==> config.mk <==
export PLATFORM = sky130hd
export DESIGN_NAME = alu_op_sequencer_flat
export DESIGN_NICKNAME = d
export VERILOG_FILES = /design/src/rtl/alu_op_sequencer_if.sv /design/src/rtl/alu_op_sequencer.sv /design/src/flat_wrapper.sv
export SDC_FILE = /design/constraint.sdc
export NUM_CORES = 1
export LEC_CHECK = 0
export CORE_ASPECT_RATIO = 0.5
export CORE_MARGIN = 8
export CORE_UTILIZATION = 48
export DETAILED_ROUTE_END_ITERATION = 10
export PLACE_DENSITY = 0.84
export SETUP_SLACK_MARGIN = 0.2
export SLEW_MARGIN = 20
export SYNTH_ARGS = -nofsm -noshare
export SYNTH_HDL_FRONTEND = slang
export SYNTH_SLANG_ARGS = --single-unit
==> constraint.sdc <==
create_clock -name clk -period 5.2 [get_ports clk]
set_input_delay 1.56 -clock clk [delete_from_list [all_inputs] [get_ports clk]]
set_output_delay 1.56 -clock clk [all_outputs]
set_load 0.01 [all_outputs]
==> src/rtl/alu_op_sequencer_if.sv <==
// alu_op_sequencer_if: request, ALU mux, multi-cycle unit and response signals of the op sequencer
// Ports (by modport):
//   master - requester/datapath side: drives req_valid, req_op, alu_out, mc_done, rsp_ready
//   slave  - sequencer side: drives req_ready, alu_sel, mc_start, rsp_valid, rsp_data, rsp_err, busy
interface alu_op_sequencer_if #(
    parameter int N = 32
);
    logic         req_valid;
    logic         req_ready;
    logic [2:0]   req_op;
    logic [2:0]   alu_sel;
    logic [N-1:0] alu_out;
    logic         mc_start;
    logic         mc_done;
    logic         rsp_valid;
    logic         rsp_ready;
    logic [N-1:0] rsp_data;
    logic         rsp_err;
    logic         busy;
    modport master (
        output req_valid, req_op, alu_out, mc_done, rsp_ready,
        input  req_ready, alu_sel, mc_start, rsp_valid, rsp_data, rsp_err, busy
    );
    modport slave (
        input  req_valid, req_op, alu_out, mc_done, rsp_ready,
        output req_ready, alu_sel, mc_start, rsp_valid, rsp_data, rsp_err, busy
    );
endinterface

==> src/rtl/alu_op_sequencer.sv <==
// alu_op_sequencer: issues one ALU op at a time, waits on multi-cycle units, returns the result
// Ports:
//   clk   - rising-edge clock
//   rst_n - asynchronous active-low reset
//   bus   - alu_op_sequencer_if.slave: request (req_*), ALU mux select/result (alu_sel/alu_out),
//           multi-cycle unit start/done (mc_start/mc_done), response (rsp_*), busy
module alu_op_sequencer #(
    parameter int N       = 32,
    parameter int TIMEOUT = 64
) (
    input logic               clk,
    input logic               rst_n,
    alu_op_sequencer_if.slave bus
);
    localparam int CW = $clog2(TIMEOUT);
    typedef enum logic [1:0] {IDLE, SINGLE, MC_WAIT, RESP} state_t;
    state_t        r_state;
    logic [CW-1:0] r_cnt;
    logic [2:0]    r_sel;
    logic          r_mc_start;
    logic          r_rsp_valid;
    logic          r_rsp_err;
    logic [N-1:0]  r_rsp_data;
    logic          w_done;
    logic          w_tmo;
    logic          w_mc_op;
    // r_mc_start is high exactly in the first MC_WAIT cycle, where mc_done is ignored
    assign w_done        = !r_mc_start && bus.mc_done;
    assign w_tmo         = r_cnt == CW'(TIMEOUT - 1);
    assign w_mc_op       = bus.req_op == 3'd4 || bus.req_op == 3'd5;
    assign bus.req_ready = r_state == IDLE;
    assign bus.busy      = r_state != IDLE;
    assign bus.alu_sel   = r_sel;
    assign bus.mc_start  = r_mc_start;
    assign bus.rsp_valid = r_rsp_valid;
    assign bus.rsp_data  = r_rsp_data;
    assign bus.rsp_err   = r_rsp_err;
    always_ff @(posedge clk or negedge rst_n) begin
        if (!rst_n) begin
            r_state     <= IDLE;
            r_cnt       <= '0;
            r_sel       <= '0;
            r_mc_start  <= 1'b0;
            r_rsp_valid <= 1'b0;
            r_rsp_err   <= 1'b0;
            r_rsp_data  <= '0;
        end else begin
            case (r_state)
                IDLE: if (bus.req_valid) begin
                    r_sel <= bus.req_op;
                    if (w_mc_op) begin
                        r_state    <= MC_WAIT;
                        r_mc_start <= 1'b1;
                        r_cnt      <= '0;
                    end else if (bus.req_op == 3'd6) begin
                        r_state     <= RESP;
                        r_rsp_valid <= 1'b1;
                        r_rsp_data  <= '0;
                        r_rsp_err   <= 1'b1;
                    end else begin
                        r_state <= SINGLE;
                    end
                end
                SINGLE: begin
                    r_state     <= RESP;
                    r_rsp_valid <= 1'b1;
                    r_rsp_data  <= bus.alu_out;
                    r_rsp_err   <= 1'b0;
                end
                MC_WAIT: begin
                    r_mc_start <= 1'b0;
                    r_cnt      <= r_cnt + 1'b1;
                    // completion takes priority over a timeout in the same cycle
                    if (w_done || w_tmo) begin
                        r_state     <= RESP;
                        r_rsp_valid <= 1'b1;
                        r_rsp_data  <= w_done ? bus.alu_out : '0;
                        r_rsp_err   <= !w_done;
                    end
                end
                RESP: if (bus.rsp_ready) begin
                    r_state     <= IDLE;
                    r_rsp_valid <= 1'b0;
                end
                default: r_state <= IDLE;
            endcase
        end
    end
endmodule

==> src/flat_wrapper.sv <==
// flat-port wrapper written by rule: the top's interface ports become plain ports
module alu_op_sequencer_flat 
#(
    parameter int N       = 32,
    parameter int TIMEOUT = 64
)
  (clk, rst_n, bus_req_valid, bus_req_op, bus_alu_out, bus_mc_done, bus_rsp_ready, bus_req_ready, bus_alu_sel, bus_mc_start, bus_rsp_valid, bus_rsp_data, bus_rsp_err, bus_busy);
  alu_op_sequencer_if #(.N(N)) bus_i ();
  input logic clk;
  input logic rst_n;
  input wire logic [$bits(bus_i.req_valid)-1:0] bus_req_valid;
  input wire logic [$bits(bus_i.req_op)-1:0] bus_req_op;
  input wire logic [$bits(bus_i.alu_out)-1:0] bus_alu_out;
  input wire logic [$bits(bus_i.mc_done)-1:0] bus_mc_done;
  input wire logic [$bits(bus_i.rsp_ready)-1:0] bus_rsp_ready;
  output wire logic [$bits(bus_i.req_ready)-1:0] bus_req_ready;
  output wire logic [$bits(bus_i.alu_sel)-1:0] bus_alu_sel;
  output wire logic [$bits(bus_i.mc_start)-1:0] bus_mc_start;
  output wire logic [$bits(bus_i.rsp_valid)-1:0] bus_rsp_valid;
  output wire logic [$bits(bus_i.rsp_data)-1:0] bus_rsp_data;
  output wire logic [$bits(bus_i.rsp_err)-1:0] bus_rsp_err;
  output wire logic [$bits(bus_i.busy)-1:0] bus_busy;
  assign bus_i.req_valid = bus_req_valid;
  assign bus_i.req_op = bus_req_op;
  assign bus_i.alu_out = bus_alu_out;
  assign bus_i.mc_done = bus_mc_done;
  assign bus_i.rsp_ready = bus_rsp_ready;
  assign bus_req_ready = bus_i.req_ready;
  assign bus_alu_sel = bus_i.alu_sel;
  assign bus_mc_start = bus_i.mc_start;
  assign bus_rsp_valid = bus_i.rsp_valid;
  assign bus_rsp_data = bus_i.rsp_data;
  assign bus_rsp_err = bus_i.rsp_err;
  assign bus_busy = bus_i.busy;
  alu_op_sequencer #(.N(N), .TIMEOUT(TIMEOUT)) u_core (.clk(clk), .rst_n(rst_n), .bus(bus_i));
endmodule
# Yosys cells after proc, flatten, opt, wreduce, memory -nomap -nowiden
# Index checks and enable logic that the tools add are counted.
totals:
  elab_cells: 61
  reg_bits: 46
classes:
  n_reduce_logical: 14
  eq_ne: 13
  add_sub_neg: 1
  muxes: 26
op_table:
  columns: ["operator", "n"]
  rows:
  - ["32-bit two-way mux", 5]
  - ["32-bit one-hot mux with 3 select lines", 1]
  - ["6-bit two-way mux", 2]
  - ["6-bit one-hot mux with 2 select lines", 1]
  - ["2-bit two-way mux", 5]
  - ["5-bit AND reduction", 2]
  - ["3-bit equality test, second input constant", 3]
  - ["1-bit two-way mux", 8]
  - ["2-bit one-hot mux with 4 select lines", 1]
  - ["6-bit by 1-bit adder with 6-bit output, second input constant", 1]
  - ["6-bit equality test, second input constant", 1]
  - ["2-bit by 1-bit != test with 1-bit output, second input constant", 3]
  - ["2-bit != test, second input constant", 3]
  - ["3-bit AND reduction", 2]
  - ["2-bit equality test, second input constant", 2]
  - ["1-bit one-hot mux with 4 select lines", 1]
  - ["2-bit nonzero test", 2]
  - ["1-bit one-hot mux with 3 select lines", 1]
  - ["3-bit nonzero test", 1]
  - ["2-bit by 1-bit equality test with 1-bit output, second input constant", 1]
  - ["1-bit logical NOT", 2]
  - ["2-bit logical NOT", 1]
  - ["1-bit logical OR", 2]
  - ["1-bit one-hot mux with 2 select lines", 1]
  - ["other kinds (2)", 2]

# Depth between registers and ports, before layout
# Gate-level depths: netlist (run 1).
logic_depth:
  word_depth: 5
  mapped_depth: 7
  mapped_depth_nobuf: 6

# Worst setup path before layout (run 1)
# Ideal clock, no wire load.
synth_timing:
  path_kind: "input to register"
  startpoint: "input port bus_req_op[0]"
  endpoint: "register u_core.r_rsp_data[0] (netlist: u_core.bus.rsp_data[0])"
  required_time_ps: 5082
  path_buffers: 1
  t_arrival_ps: 2436
  path_stages: 5
  setup_slack_ps: 2646
  path_cell_list: "nand4b_2 -> a21oi_4 -> nand2_2 -> buf_2 -> a21o_1"
synth_via:
  elab_chain_len: 4
synth_lines:
  columns: ["item", "line_no", "source"]
  rows:
  - ["from (decl)", "flat_wrapper.sv:12", "input wire logic [$bits(bus_i.req_op)-1:0] bus_req_op;"]
  - ["3-bit equality test", "alu_op_sequencer.sv:30", "assign w_mc_op = bus.req_op == 3'd4 || bus.req_op == 3'd5;"]
  - ["1-bit logical OR", "alu_op_sequencer.sv:30", null]
  - ["2-bit != test (no source line)", null, null]
  - ["5-bit AND reduction (no source line) (*)", null, null]
  - ["to (signal assigned)", "alu_op_sequencer.sv:67", "r_rsp_data <= bus.alu_out;"]
  - ["to (signal assigned)", "alu_op_sequencer.sv:77", "r_rsp_data <= w_done ? bus.alu_out : '0;"]
  - ["to (decl)", "alu_op_sequencer.sv:23", "logic [N-1:0] r_rsp_data;"]
# Every way passes the cells marked *; elsewhere a longest branch is shown, timed or not.
# A chain may end at the register's enable or synchronous reset.

# Worst setup path after layout (run 1)
layout_timing:
  startpoint: "register u_core.r_state[1]"
  endpoint: "output port bus_busy"
layout_via:
  elab_chain_len: 1
layout_lines:
  columns: ["item", "line_no", "source"]
  rows:
  - ["from (decl)", "alu_op_sequencer.sv:17", "state_t r_state;"]
  - ["from (signal assigned)", "alu_op_sequencer.sv:40", "r_state <= IDLE;"]
  - ["from (signal assigned)", "alu_op_sequencer.sv:52", "r_state <= MC_WAIT;"]
  - ["from (signal assigned)", "alu_op_sequencer.sv:56", "r_state <= RESP;"]
  - ["2-bit nonzero test", "alu_op_sequencer.sv:32", "assign bus.busy = r_state != IDLE;"]
  - ["to (decl)", "flat_wrapper.sv:22", "output wire logic [$bits(bus_i.busy)-1:0] bus_busy;"]
# No other way between the ends.

==> results of run 1 <==
==> cells by family (layout without fill, tap and decap cells) <==
logic type,after synthesis,in the layout,synth area share
XOR/XNOR,4,4,0.0154
adder cells (fa/ha/maj),7,7,0.0384
AND/OR/NAND/NOR,60,60,0.191
buffers and inverters,19,96,0.0483
multiplexers,5,5,0.0258
AO/OA/AOI/OAI,49,49,0.176
flip-flops,46,46,0.505
==> flip-flops by register name, summed over array words and instances (netlist names) <==
register	count
u_core.bus.alu_sel	3
u_core.bus.rsp_data	32
u_core.bus.mc_start	1
u_core.r_state	2
u_core.r_cnt	6
u_core.bus.rsp_err	1
u_core.bus.rsp_valid	1
==> cells in the final DEF (no fill, tap or decap), types with 2 or more instances in the layout <==
| master | instances |
|---|---|
| nand3_1 | 5 |
| dfrtp_1 | 46 |
| buf_4 | 3 |
| clkdlybuf4s50_1 | 78 |
| and4_1 | 32 |
| a31oi_1 | 2 |
| a21o_1 | 33 |
| nand2_1 | 9 |
| inv_1 | 7 |
| ha_1 | 7 |
| mux2_2 | 3 |
| nor2_1 | 6 |
| clkbuf_8 | 6 |
| xnor2_1 | 4 |
| a21oi_1 | 4 |
| o21ai_0 | 2 |
==> layout make-up <==
cell class,count,area (µm²),share of cell area
Clock buffer,6,82.6,0.0260
Clock inverter,2,12.5,0.00394
Inverter,7,26.3,0.00827
Multi-Input combinational cell,125,1020,0.321
Sequential cell,46,1150,0.362
Tap cell,66,82.6,0.0260
Timing Repair Buffer,81,803,0.253
==> critical path: stages (launching register included) <==
cell	delay, ns
dfrtp_1	0.43
inv_1	0.14
ha_1	0.38
inv_1	0.17
clkdlybuf4s50_1	0.53
==> per-layer routing <==
metal,track usage,vias to the layer above,wire length (µm)
met5,0,-,0
met4,0.0543,0,89
met3,0.0416,10,258
met2,0.285,43,3130
met1,0.172,933,2270
li1,-,856,-
==> stage by stage <==
stage | setup WS [ns] | total power (W)
6_report | 1.70 | 0.00180
2_1_floorplan | 2.65 | 0.00120
5_1_grt | 1.60 | 0.00192
4_1_cts | 1.69 | 0.00182
3_5_place_dp | 1.58 | 0.00159
3_3_place_gp | 1.63 | 0.00154
==> path summary, 6_finish.rpt <==
| path | end | slack [ns] |
|---|---|---|
| min reg2reg | u_core.bus.rsp_data[17]$_DFFE_PN0P_ | 0.48 |
| min | u_core.bus.rsp_data[17]$_DFFE_PN0P_ | 0.48 |
| min in group asynchronous | u_core.bus.alu_sel[0]$_DFFE_PN0P_ | 1.24 |
| max | bus_busy | 1.70 |
| max reg2reg | u_core.bus.rsp_data[1]$_DFFE_PN0P_ | 3.06 |
| max in group asynchronous | u_core.bus.rsp_data[27]$_DFFE_PN0P_ | 3.56 |
==> power by group <==
part / internal (W) / switching, W / total (W)
Clock: 0.000107 / 0.000124 / 0.000231
Combinational: 0.000484 / 0.000468 / 0.000952
Sequential: 0.000513 / 0.000106 / 0.000618
Total: 0.00110 / 0.000697 / 0.00180
==> impl_metrics.tcl, run 1 <==
set metrics [dict create \
    dr.pass1.iters 4 \
    initial_core_util 0.508 \
    die_w_um 113 \
    seq_area_frac_synth 0.505 \
    nets 313 \
    cp-start-kind "register" \
    totalWireLength_um 5750 \
    powerDensity_mw_per_mm2 567 \
    ctsResizeCount 0 \
    antennaDiodeCount 0 \
    hold_class "reg -> reg" \
    yosysUniqueCellTypes 35 \
    synth_fp_nets 237 \
    finalMaxSlewViolations 0 \
    synth_area_leader_cell "dfrtp_1" \
    final_core_util 0.708 \
    dp.cells 325 \
    globalRouteOverflowTotal 0 \
    cp_max_fo 7 \
    clock_path_buffers 2 \
    antenna_found_initial 0 \
    grt_pass1_wl_um 9220 \
    drc_errors 0 \
    cts_tree "yes" \
    first_global_vias 1850 \
    async_flop_share 1.00 \
    area_delta_synth_final_pct 39.4 \
    tns_ns 0 \
    synth_edf_count 0 \
    num_vias 1842 \
    ys_top_cells_by_area "dfrtp_1 (50%), and4_1 (12%), a21o_1 (11%)" \
    ff2ff_path_depth 6 \
    netlist_area_mm2 0.00228 \
    cp.arrival_ns 1.94 \
    gp_congestion 0.777 \
    fin_crit_ns 3.50 \
    synthTopCellsByCount "dfrtp_1 (46), a21o_1 (33), and4_1 (32)" \
    fmax_mhz 285 \
    maxCapViolCount 0 \
    core_mm2 0.00449 \
    hold_viol 0 \
    placed_cell_area_mm2 0.00308 \
    ys.flop_type "dfrtp_1" \
    synth_seq_cells 46 \
    std_cell_rows 17 \
    setup_viol 0 \
    rsz0062_at_grt "false" \
    peakVddDrop_mv 0.273 \
    fin_skew_ns 0.00750 \
    power_leakage_nw 1.63 \
    synth.most_common_cell "dfrtp_1" \
    fp.dieH_um 64.7 \
    io_pins 80 \
    ys_warn_count 0 \
    worst_pin_slew_ns 0.581 \
    cts_sinks 46 \
    grt_max_degree 47 \
    drt_iter0_drc 52 \
    outcome "finished, final reports clean" \
    path_clk_slew_ns 0.08 \
    grt_usage 0.155 \
    ant_nets 0 \
    drive_above_1_share 0.0936 \
    holdCritStartpoint "u_core.bus.rsp_data[17]$_DFFE_PN0P_" \
    maxSlewHeadroom 0.611 \
    cts_hold_buf 0 \
    h-tree-depth 2 \
    hold_slack_ns 0.480 \
    die_area_mm2 0.00734 \
    endpoint_kind "primary output" \
    path_class "reg -> out" \
    postCtsSetupRepairBufs 0 \
    synthCells 190 \
    root_buffer "clkbuf_8" \
    clk_latency_ns 0.30 \
    crit_start "u_core.r_state[1]$_DFFE_PN0P_" \
    timing.rr.start "u_core.r_state[0]$_DFFE_PN0P_" \
    required_ns 3.64 \
    yosysTopAreaCellShare 0.505 \
    fillers 339 \
    wire_per_inst_um 17.3 \
    instances_no_fill 333 \
    min_path_cells 1 \
    routed_via_density 5.53 \
    fin_area_mm2 0.00318 \
    syn_area_per_cell_um2 12.0 \
    fin_crit_sh 0.674 \
    io_buffers 79 \
    cts-buffers-inserted 5 \
    hpwl_um 4270 \
]
No activity file was read; power rests on OpenSTA's default activity.
==> inputs of run 2 (changes only) <==
Settings changed: CORE_UTILIZATION 48 to 41, PLACE_DENSITY 0.84 to 0.77.
Clock period 5.2 ns to 3.05 ns, I/O delays scaled along.
==> impl_metrics.tcl, run 2 (same netlist as run 1, synthesis figures left out) <==
set metrics [dict create \
    routed_via_density 5.32 \
    required_ns 2.13 \
    clk_latency_ns 0.29 \
    cts_hold_buf 0 \
    path_buf_inv 3 \
    setup_viol 0 \
    die_area_mm2 0.00835 \
    ctsResizeCount 0 \
    grt_max_degree 35 \
    crit_family "buffers and inverters" \
    antenna_found_initial 0 \
    powerDensity_mw_per_mm2 979 \
    maxCapViolCount 0 \
    num_vias 1808 \
    first_global_vias 1831 \
    outcome "finished, final reports clean" \
    final_core_util 0.592 \
    cp_slowest_cell "clkdlybuf4s50_1" \
    totalWireLength_um 5780 \
    power_leakage_nw 1.64 \
    cp-start-kind "register" \
    finalMaxSlewViolations 0 \
    cts_sinks 46 \
    cp.arrival_ns 1.79 \
    postCtsSetupRepairBufs 0 \
    endpoint_kind "primary output" \
    grt_pass1_wl_um 9250 \
    ant_nets 0 \
    core_mm2 0.00542 \
    netSwitchingFraction 0.375 \
    combPwrFrac 0.522 \
    wire_per_inst_um 17.0 \
    pwr-share-seq 0.334 \
    rsz0062_at_grt "false" \
    drive_above_1_share 0.0974 \
    clock_power_share 0.144 \
    cp_cell_sequence "inv_1 -> ha_2 -> inv_1 -> clkdlybuf4s50_1" \
    drc_errors 0 \
    fillers 475 \
    antennaDiodeCount 0 \
    largest_reg_flops 32 \
    hold_class "reg -> reg" \
    critPathMostFrequentCell "inv_1" \
    maxSlewHeadroom 0.608 \
    grt_usage 0.139 \
    nets 314 \
    area_delta_synth_final_pct 40.8 \
    cp_max_fo 7 \
    worst_pin_slew_ns 0.586 \
    hpwl_um 4290 \
    die_w_um 121 \
    io_buffers 79 \
    instances_no_fill 340 \
    mostFrequentLayoutCells "clkdlybuf4s50_1 (78), dfrtp_1 (46), a21o_1 (33)" \
    dr.pass1.iters 4 \
    path_clk_slew_ns 0.08 \
    fin_crit_sh 0.888 \
    fmax_mhz 369 \
    fin_crit_ns 2.71 \
    drt_iter0_drc 106 \
    cts_tree "yes" \
    cpPeakStageDelay_ns 0.56 \
    initial_core_util 0.421 \
    h-tree-depth 2 \
    io_pins 80 \
    globalRouteOverflowTotal 0 \
    tns_ns 0 \
    peakVddDrop_mv 0.502 \
    hold_viol 0 \
    p_sw_w 0.00118 \
    dp.cells 333 \
    ff2ff_setup_slack_ns 1.10 \
    cts-buffers-inserted 5 \
    finalPower_w 0.00314 \
    fp.dieH_um 68.7 \
    std_cell_rows 19 \
    path_class "reg -> out" \
    root_buffer "clkbuf_8" \
    final_common_cell "clkdlybuf4s50_1" \
    intPower_w 0.00197 \
    gp_congestion 0.853 \
    fin_skew_ns 0.00493 \
    timing.final.ws_setup_ns 0.340 \
    dpl_worst_slack_ns 0.386 \
    clock_path_buffers 2 \
]
run 2: cell types whose count changed in the layout (fill, tap and decap cells not counted):
cell        previous run  this run
clkinvlp_4             1         0
ha_2                   0         1
bufinv_16              0         1
ha_1                   7         6
buf_2                  0         1
clkinv_2               1         0
run 2: worst paths after layout:
check	start	to	depth (start not counted)
worst min register to register	u_core.bus.rsp_data[17]$_DFFE_PN0P_	u_core.bus.rsp_data[17]$_DFFE_PN0P_	1
worst max register to register	u_core.r_state[0]$_DFFE_PN0P_	u_core.bus.rsp_data[28]$_DFFE_PN0P_	6
min in group asynchronous	rst_n	u_core.r_state[1]$_DFFE_PN0P_	1
worst max-delay path	u_core.r_state[0]$_DFFE_PN0P_	bus_busy	4
max in group asynchronous	rst_n	u_core.bus.rsp_err$_DFFE_PN0P_	2
worst min-delay path	u_core.bus.rsp_data[17]$_DFFE_PN0P_	u_core.bus.rsp_data[17]$_DFFE_PN0P_	1
run 2: layer usage:
layer,wire [µm],track usage
met5,0,0
met4,70,0.0381
met3,213,0.0325
met2,3130,0.269
met1,2360,0.153
run 2: power by group through the flow:
stage | clock (W) | combinational, W | sequential, W
6_report | 0.000453 | 0.00164 | 0.00105
4_1_cts | 0.000465 | 0.00165 | 0.00105
5_1_grt | 0.000488 | 0.00178 | 0.00108
2_1_floorplan | 0 | 0.000911 | 0.00114
3_5_place_dp | 0 | 0.00164 | 0.00106
3_3_place_gp | 0 | 0.00160 | 0.00105
run 2: through the flow:
stage / area, µm² / hold slack [ns]
6_report: 3210 / 0.481
5_1_grt: 3210 / 0.487
4_1_cts: 3210 / 0.484
3_5_place_dp: 3100 / 0.465
3_3_place_gp: 3100 / 0.461
2_1_floorplan: 2280 / 0.510
run 2: final cells by class:
class,count,area [µm²],area share
Tap cell,73,91.3,0.0284
Multi-Input combinational cell,125,1020,0.318
Clock buffer,6,82.6,0.0257
Sequential cell,46,1150,0.359
Timing Repair Buffer,82,808,0.252
Clock inverter,1,30.0,0.00935
Inverter,7,26.3,0.00818
==> inputs of run 3 (changes only) <==
Settings changed: CAP_MARGIN set to 20, SLEW_MARGIN 20 to not set.
==> results of run 3 <==
Final layout, timing and power as in run 2 (identical DEF).
